===== config.mk =====
export PLATFORM = sky130hd
export DESIGN_NAME = io_bus_bridge
export DESIGN_NICKNAME = d
export VERILOG_FILES = /design/src/rtl/io_bus_bridge.sv
export SDC_FILE = /design/constraint.sdc
export NUM_CORES = 1
export LEC_CHECK = 0
export BUFFER_PORTS_ARGS = -buffer_cell sky130_fd_sc_hd__buf_4
export CAP_MARGIN = 30
export CORE_MARGIN = 3
export CORE_UTILIZATION = 35
export DETAILED_ROUTE_END_ITERATION = 10
export PLACE_DENSITY = 0.63
export SLEW_MARGIN = 20
export SYNTH_ARGS = -nofsm -noshare
export SYNTH_HDL_FRONTEND = slang
export SYNTH_SLANG_ARGS = --single-unit

===== constraint.sdc =====
create_clock -name ACLK -period 2.6 [get_ports ACLK]
set_input_delay 0.13 -clock ACLK [delete_from_list [all_inputs] [get_ports ACLK]]
set_output_delay 0.13 -clock ACLK [all_outputs]
set_load 0.02 [all_outputs]

===== src/rtl/io_bus_bridge.sv =====
// io_bus_bridge
//
// Pad-side bus slave between the pad-ring I/O cells and the core register file.
// It terminates the address / write-data / read-data valid-ready handshakes coming
// from the pads and turns each accepted transaction into a single-cycle register
// strobe towards the core. It also provides:
//   - an address range check: addresses >= NUM_REGS are never strobed
//   - a write-data timeout: a write is abandoned after TIMEOUT cycles without WVALID
//   - a sticky error flag, ERR
//
// Only one transaction is in flight at a time. Every output comes straight from a
// flop.
//
// Parameters
//   ADDR_W    address width
//   DATA_W    data width
//   NUM_REGS  number of implemented registers
//   RD_LAT    cycles from REG_REN to valid REG_RDATA (1..4)
//   TIMEOUT   cycles to wait for WVALID before the write is abandoned (1..255)
//   ERR_DATA  RDATA value returned for out-of-range reads
//
// Ports
//   ACLK, ARESETB      clock; asynchronous active-low reset
//   AADDR, AWRITEB     request address; 0 = write, 1 = read
//   AVALID, AREADY     address handshake (AREADY is high whenever the bridge is idle)
//   WDATA, WVALID      write data from the host
//   WREADY             write data accepted
//   RDATA, RVALID      read response to the host
//   RREADY             host ready for read data
//   REG_ADDR           core register address
//   REG_WEN            one-cycle write strobe
//   REG_WDATA          core write data
//   REG_REN            one-cycle read strobe
//   REG_RDATA          core read data, valid RD_LAT cycles after REG_REN
//   ERR, ERR_CLR       sticky error flag and its clear input

module io_bus_bridge #(
  parameter int unsigned       ADDR_W   = 6,
  parameter int unsigned       DATA_W   = 8,
  parameter int unsigned       NUM_REGS = 48,
  parameter int unsigned       RD_LAT   = 1,
  parameter int unsigned       TIMEOUT  = 255,
  parameter logic [DATA_W-1:0] ERR_DATA = DATA_W'(8'hEE)
) (
  input  logic              ACLK,
  input  logic              ARESETB,
  input  logic [ADDR_W-1:0] AADDR,
  input  logic              AWRITEB,
  input  logic              AVALID,
  output logic              AREADY,
  input  logic [DATA_W-1:0] WDATA,
  input  logic              WVALID,
  output logic              WREADY,
  output logic [DATA_W-1:0] RDATA,
  output logic              RVALID,
  input  logic              RREADY,
  output logic [ADDR_W-1:0] REG_ADDR,
  output logic              REG_WEN,
  output logic [DATA_W-1:0] REG_WDATA,
  output logic              REG_REN,
  input  logic [DATA_W-1:0] REG_RDATA,
  output logic              ERR,
  input  logic              ERR_CLR
);

  // Transaction states
  localparam logic [2:0] StIdle  = 3'd0;
  localparam logic [2:0] StWaitW = 3'd1;
  localparam logic [2:0] StWrite = 3'd2;
  localparam logic [2:0] StRead  = 3'd3;
  localparam logic [2:0] StRwait = 3'd4;
  localparam logic [2:0] StResp  = 3'd5;

  // One extra bit so that NUM_REGS == 2**ADDR_W still compares correctly.
  localparam logic [ADDR_W:0] NumRegsLim  = (ADDR_W + 1)'(NUM_REGS);
  // A single 8-bit counter serves as both the write timeout and the read latency counter.
  localparam logic [7:0]      TimeoutLast = 8'(TIMEOUT - 1);
  localparam logic [7:0]      RdLatLast   = 8'(RD_LAT - 1);

  logic [2:0]        state_q, state_d;
  logic [7:0]        cnt_q, cnt_d;
  logic              in_range_q, in_range_d;
  logic [ADDR_W-1:0] addr_q, addr_d;
  logic [DATA_W-1:0] wdata_q, wdata_d;
  logic [DATA_W-1:0] rdata_q, rdata_d;
  logic              err_q, err_d;
  logic              err_set;
  logic              aready_q, wready_q, rvalid_q, wen_q, ren_q;
  logic              addr_in_range;

  assign addr_in_range = ({1'b0, AADDR} < NumRegsLim);

  always_comb begin
    state_d    = state_q;
    cnt_d      = cnt_q;
    in_range_d = in_range_q;
    addr_d     = addr_q;
    wdata_d    = wdata_q;
    rdata_d    = rdata_q;
    err_set    = 1'b0;

    unique case (state_q)
      StIdle: begin
        // aready_q gates acceptance so that the first cycle after reset release is never taken.
        if (AVALID && aready_q) begin
          addr_d     = AADDR;
          in_range_d = addr_in_range;
          cnt_d      = 8'd0;
          if (!AWRITEB) begin
            state_d = StWaitW;
          end else if (addr_in_range) begin
            state_d = StRead;
          end else begin
            state_d = StResp;
            rdata_d = ERR_DATA;
            err_set = 1'b1;
          end
        end
      end

      StWaitW: begin
        // If data arrives on the timeout cycle, the data wins.
        if (WVALID) begin
          wdata_d = WDATA;
          if (in_range_q) begin
            state_d = StWrite;
          end else begin
            state_d = StIdle;
            err_set = 1'b1;
          end
        end else if (cnt_q == TimeoutLast) begin
          state_d = StIdle;
          err_set = 1'b1;
        end else begin
          cnt_d = cnt_q + 8'd1;
        end
      end

      StWrite: begin
        state_d = StIdle;
      end

      StRead: begin
        state_d = StRwait;
        cnt_d   = 8'd0;
      end

      StRwait: begin
        if (cnt_q == RdLatLast) begin
          rdata_d = REG_RDATA;
          state_d = StResp;
        end else begin
          cnt_d = cnt_q + 8'd1;
        end
      end

      StResp: begin
        if (RREADY) begin
          state_d = StIdle;
        end
      end

      default: begin
        state_d = StIdle;
      end
    endcase

    // If a new error and a clear happen in the same cycle, the error is kept.
    err_d = err_set | (err_q & ~ERR_CLR);
  end

  always_ff @(posedge ACLK or negedge ARESETB) begin
    if (!ARESETB) begin
      state_q    <= StIdle;
      cnt_q      <= 8'd0;
      in_range_q <= 1'b0;
      addr_q     <= '0;
      wdata_q    <= '0;
      rdata_q    <= '0;
      err_q      <= 1'b0;
      aready_q   <= 1'b0;
      wready_q   <= 1'b0;
      rvalid_q   <= 1'b0;
      wen_q      <= 1'b0;
      ren_q      <= 1'b0;
    end else begin
      state_q    <= state_d;
      cnt_q      <= cnt_d;
      in_range_q <= in_range_d;
      addr_q     <= addr_d;
      wdata_q    <= wdata_d;
      rdata_q    <= rdata_d;
      err_q      <= err_d;
      // Handshake and strobe outputs are decoded from the next state, which keeps them
      // registered and exactly aligned with the state they belong to.
      aready_q   <= (state_d == StIdle);
      wready_q   <= (state_d == StWaitW);
      rvalid_q   <= (state_d == StResp);
      wen_q      <= (state_d == StWrite);
      ren_q      <= (state_d == StRead);
    end
  end

  assign AREADY    = aready_q;
  assign WREADY    = wready_q;
  assign RVALID    = rvalid_q;
  assign RDATA     = rdata_q;
  assign REG_ADDR  = addr_q;
  assign REG_WEN   = wen_q;
  assign REG_WDATA = wdata_q;
  assign REG_REN   = ren_q;
  assign ERR       = err_q;

endmodule

==> run summary <==
nets in the synthesized netlist -> 202
YS warnings -> 0
Total GRT Usage -> 0.1431
CTS sink cnt -> 40
Starting DRT DRC Count -> 89
y dimension of the die -> 79.84 µm
count of standard-cell rows -> 26
Tightest Hold Check Type -> input port to flip-flop
share of synthesized area occupied by flip-flops and latches -> 0.5246
hold slack final -> 0.01738 ns
async set-reset flop share out of synthesis -> 1.000
Max Freq -> 452.4 MHz
via count of the first global-routing pass -> 1525
first-pass GRT wire length -> 7058 µm
routed len/inst -> 13.98 µm
Worst Reg-to-Reg Cells -> 4
Final Skew -> 0.01088 ns
router iterations before antenna repair -> 4
largest net degree at the start of global routing -> 41
Post-synth EDFFs -> 0
Die Wd -> 79.84 µm
total power after layout -> 2.841 mW
DP Cell Count -> 291
root buf cell -> clkbuf_8
number of flip-flops and latches in the synthesized netlist -> 40
cts bufs inserted -> 5
post-detailed-placement cell area -> 2399 µm²
LEAKAGE -> 1.180 nW
Power per Cell Area -> 1123 nW/µm²
Avg Vias per Cell -> 5.043
number of instances in the synthesized netlist -> 170
number of DRC violations after detailed routing -> 0
data arrival time of the critical path -> 2.40 ns
CP Launch Type -> flip-flop
endpoint class of the critical path -> flip-flop
IR Drop Worst-Case VDD -> 0.5422 mV
Util after Layout -> 0.4861
number of levels in the clock H-tree -> 2
net total in the final layout -> 261
Starting Density -> 0.3666
Placement Setup Slack -> 0.4360 ns
aggregate negative setup slack -> 0 ns
final WL -> 4194 µm
die outline area -> 6374 µm²
most common library cell in the layout ignoring fill and taps -> buf_4
Required @ worst endpoint -> 2.79 ns
floorplan core area -> 5205 µm²
# resized after CTS -> 0
portion of the clock cycle consumed by the worst path in the final layout -> 0.8501
total half-perimeter wirelength after legalization and detailed placement -> 3038 µm
worst-case setup margin in the final layout -> 0.3897 ns
I/O pin cnt -> 57
normalized max-slew margin -> 0.6357
largest fanout of any net on the critical path -> 15
result of the run -> finished clean
total setup violations reported at the end of the flow -> 0
total standard cell area after synthesis -> 1908 µm²
Syn-to-layout area delta -> 32.59%
routability congestion estimate from global placement -> 0.8405
Clock Tree Buf Depth -> 2
global route overflow -> 0
commonest cells after routing, fill and taps aside -> buf_4 (59), dfrtp_1 (40), nand2_1 (20), mux2_2 (14), o21ai_0 (12)
count of unique library cells instantiated by Yosys -> 48
setup repair after global routing missed its margin -> no
via count -> 1513
number of maximum-capacitance constraint violations -> 0
Final ANT Viol Nets -> 0
crit path kind -> flip-flop to flip-flop
most used flip-flop cell after synthesis -> dfrtp_1
Worst Tran Pin Value -> 0.5380 ns
Final Max Slew Viols -> 0
clock tree from TritonCTS -> done
diode count -> 0
Mean Syn Cell Area -> 11.22 µm²
initial antenna violation count -> 0
share of post-route cells with drive strength above 1 -> 0.3826
clock transition at the registers of the reported paths -> 0.08 ns
Clk Latency, worst-skew pair -> 0.30 ns
Worst Hold Depth -> 3
Final Non-Filler Cells -> 300
number of buffers added on ports -> 56
finished layout cell area -> 2530 µm²
hold violation count in the final report -> 0
Period minus WS final -> 2.210 ns
==> cell usage after synthesis, types with 2 or more instances <==
master / count / area, µm²
o21ai_0: 12 / 60.06
a311oi_1: 2 / 17.52
nand3_1: 9 / 45.04
o41ai_1: 3 / 26.28
clkbuf_1: 4 / 15.01
mux2i_1: 2 / 20.02
or3_1: 2 / 12.51
buf_4: 2 / 15.01
and3_1: 2 / 12.51
a21oi_1: 4 / 20.02
nand2_1: 20 / 75.07
nor2_1: 5 / 18.77
nand2b_1: 4 / 25.02
and2_1: 2 / 12.51
dfrtp_1: 40 / 1001
mux2_2: 14 / 157.7
ha_1: 3 / 37.54
nor3_1: 5 / 25.02
and3b_1: 2 / 17.52
inv_1: 5 / 18.77
==> timing repair <==
action	in CTS	in global routing
endpoints found under the setup margin	0	0
endpoints found under the hold margin	40	0
buffers inserted	0	0
hold buffers	1	0
==> state kept, by name, summed over array words and instances, names as in the netlist <==
name and flops:
REG_ADDR 6, REG_REN 1, REG_WDATA 8, AREADY 1
WREADY 1, state_q 3, in_range_q 1, RVALID 1
RDATA 8, REG_WEN 1, ERR 1, cnt_q 8
==> critical path, stage by stage, from the launching register on <==
cell,delay [ns]
dfrtp_1,0.63
nor4b_1,0.14
and4b_4,0.30
or4b_1,0.73
o311ai_4,0.31
==> per-layer routing <==
layer	vias up	global-route usage	share of wire
met3	4	0.06546	0.094
met2	62	0.2262	0.45
met5	-	0	0
li1	732	-	-
met4	0	0.03716	0.0074
met1	715	0.1768	0.45
==> layout make-up <==
cell class / count / area, µm²
repair buffers: 60 / 452.9
fillers: 502 / 2675
inverters: 5 / 18.77
clock buffers: 6 / 82.58
flip-flops and latches: 40 / 1001
well taps: 70 / 87.58
multi-input cells: 117 / 848.3
clock inverters: 2 / 38.79
==> final timing paths <==
check	slack, ns	to	start
setup reg to reg	0.39	cnt_q[4]$_DFFE_PN0P_	state_q[1]$_DFF_PN0_
max in group asynchronous	1.89	RDATA[3]$_DFFE_PN0P_	ARESETB
hold / removal	0.02	RDATA[7]$_DFFE_PN0P_	REG_RDATA[7]
min in group asynchronous	0.34	REG_ADDR[0]$_DFFE_PN0P_	ARESETB
hold reg to reg	0.50	ERR$_DFF_PN0_	ERR$_DFF_PN0_
setup / recovery	0.39	cnt_q[4]$_DFFE_PN0P_	state_q[1]$_DFF_PN0_
==> power by group <==
part           internal [mW]  leakage, nW  switching [mW]  total [mW]
combinational          0.598        0.614           0.669        1.27
sequential             0.863        0.504           0.176        1.04
clock                  0.314       0.0614           0.222       0.536
==> cells by family after synthesis <==
| kind of cell | synth area share |
|---|---|
| AO/OA/AOI/OAI | 0.1331 |
| XOR/XNOR | 0.004591 |
| adder cells (fa/ha/maj) | 0.01967 |
| buffers and inverters | 0.03409 |
| flip-flops | 0.5246 |
| multiplexers | 0.09311 |
| AND/OR/NAND/NOR | 0.1908 |
Note: power is estimated with default switching activity, not from simulation.
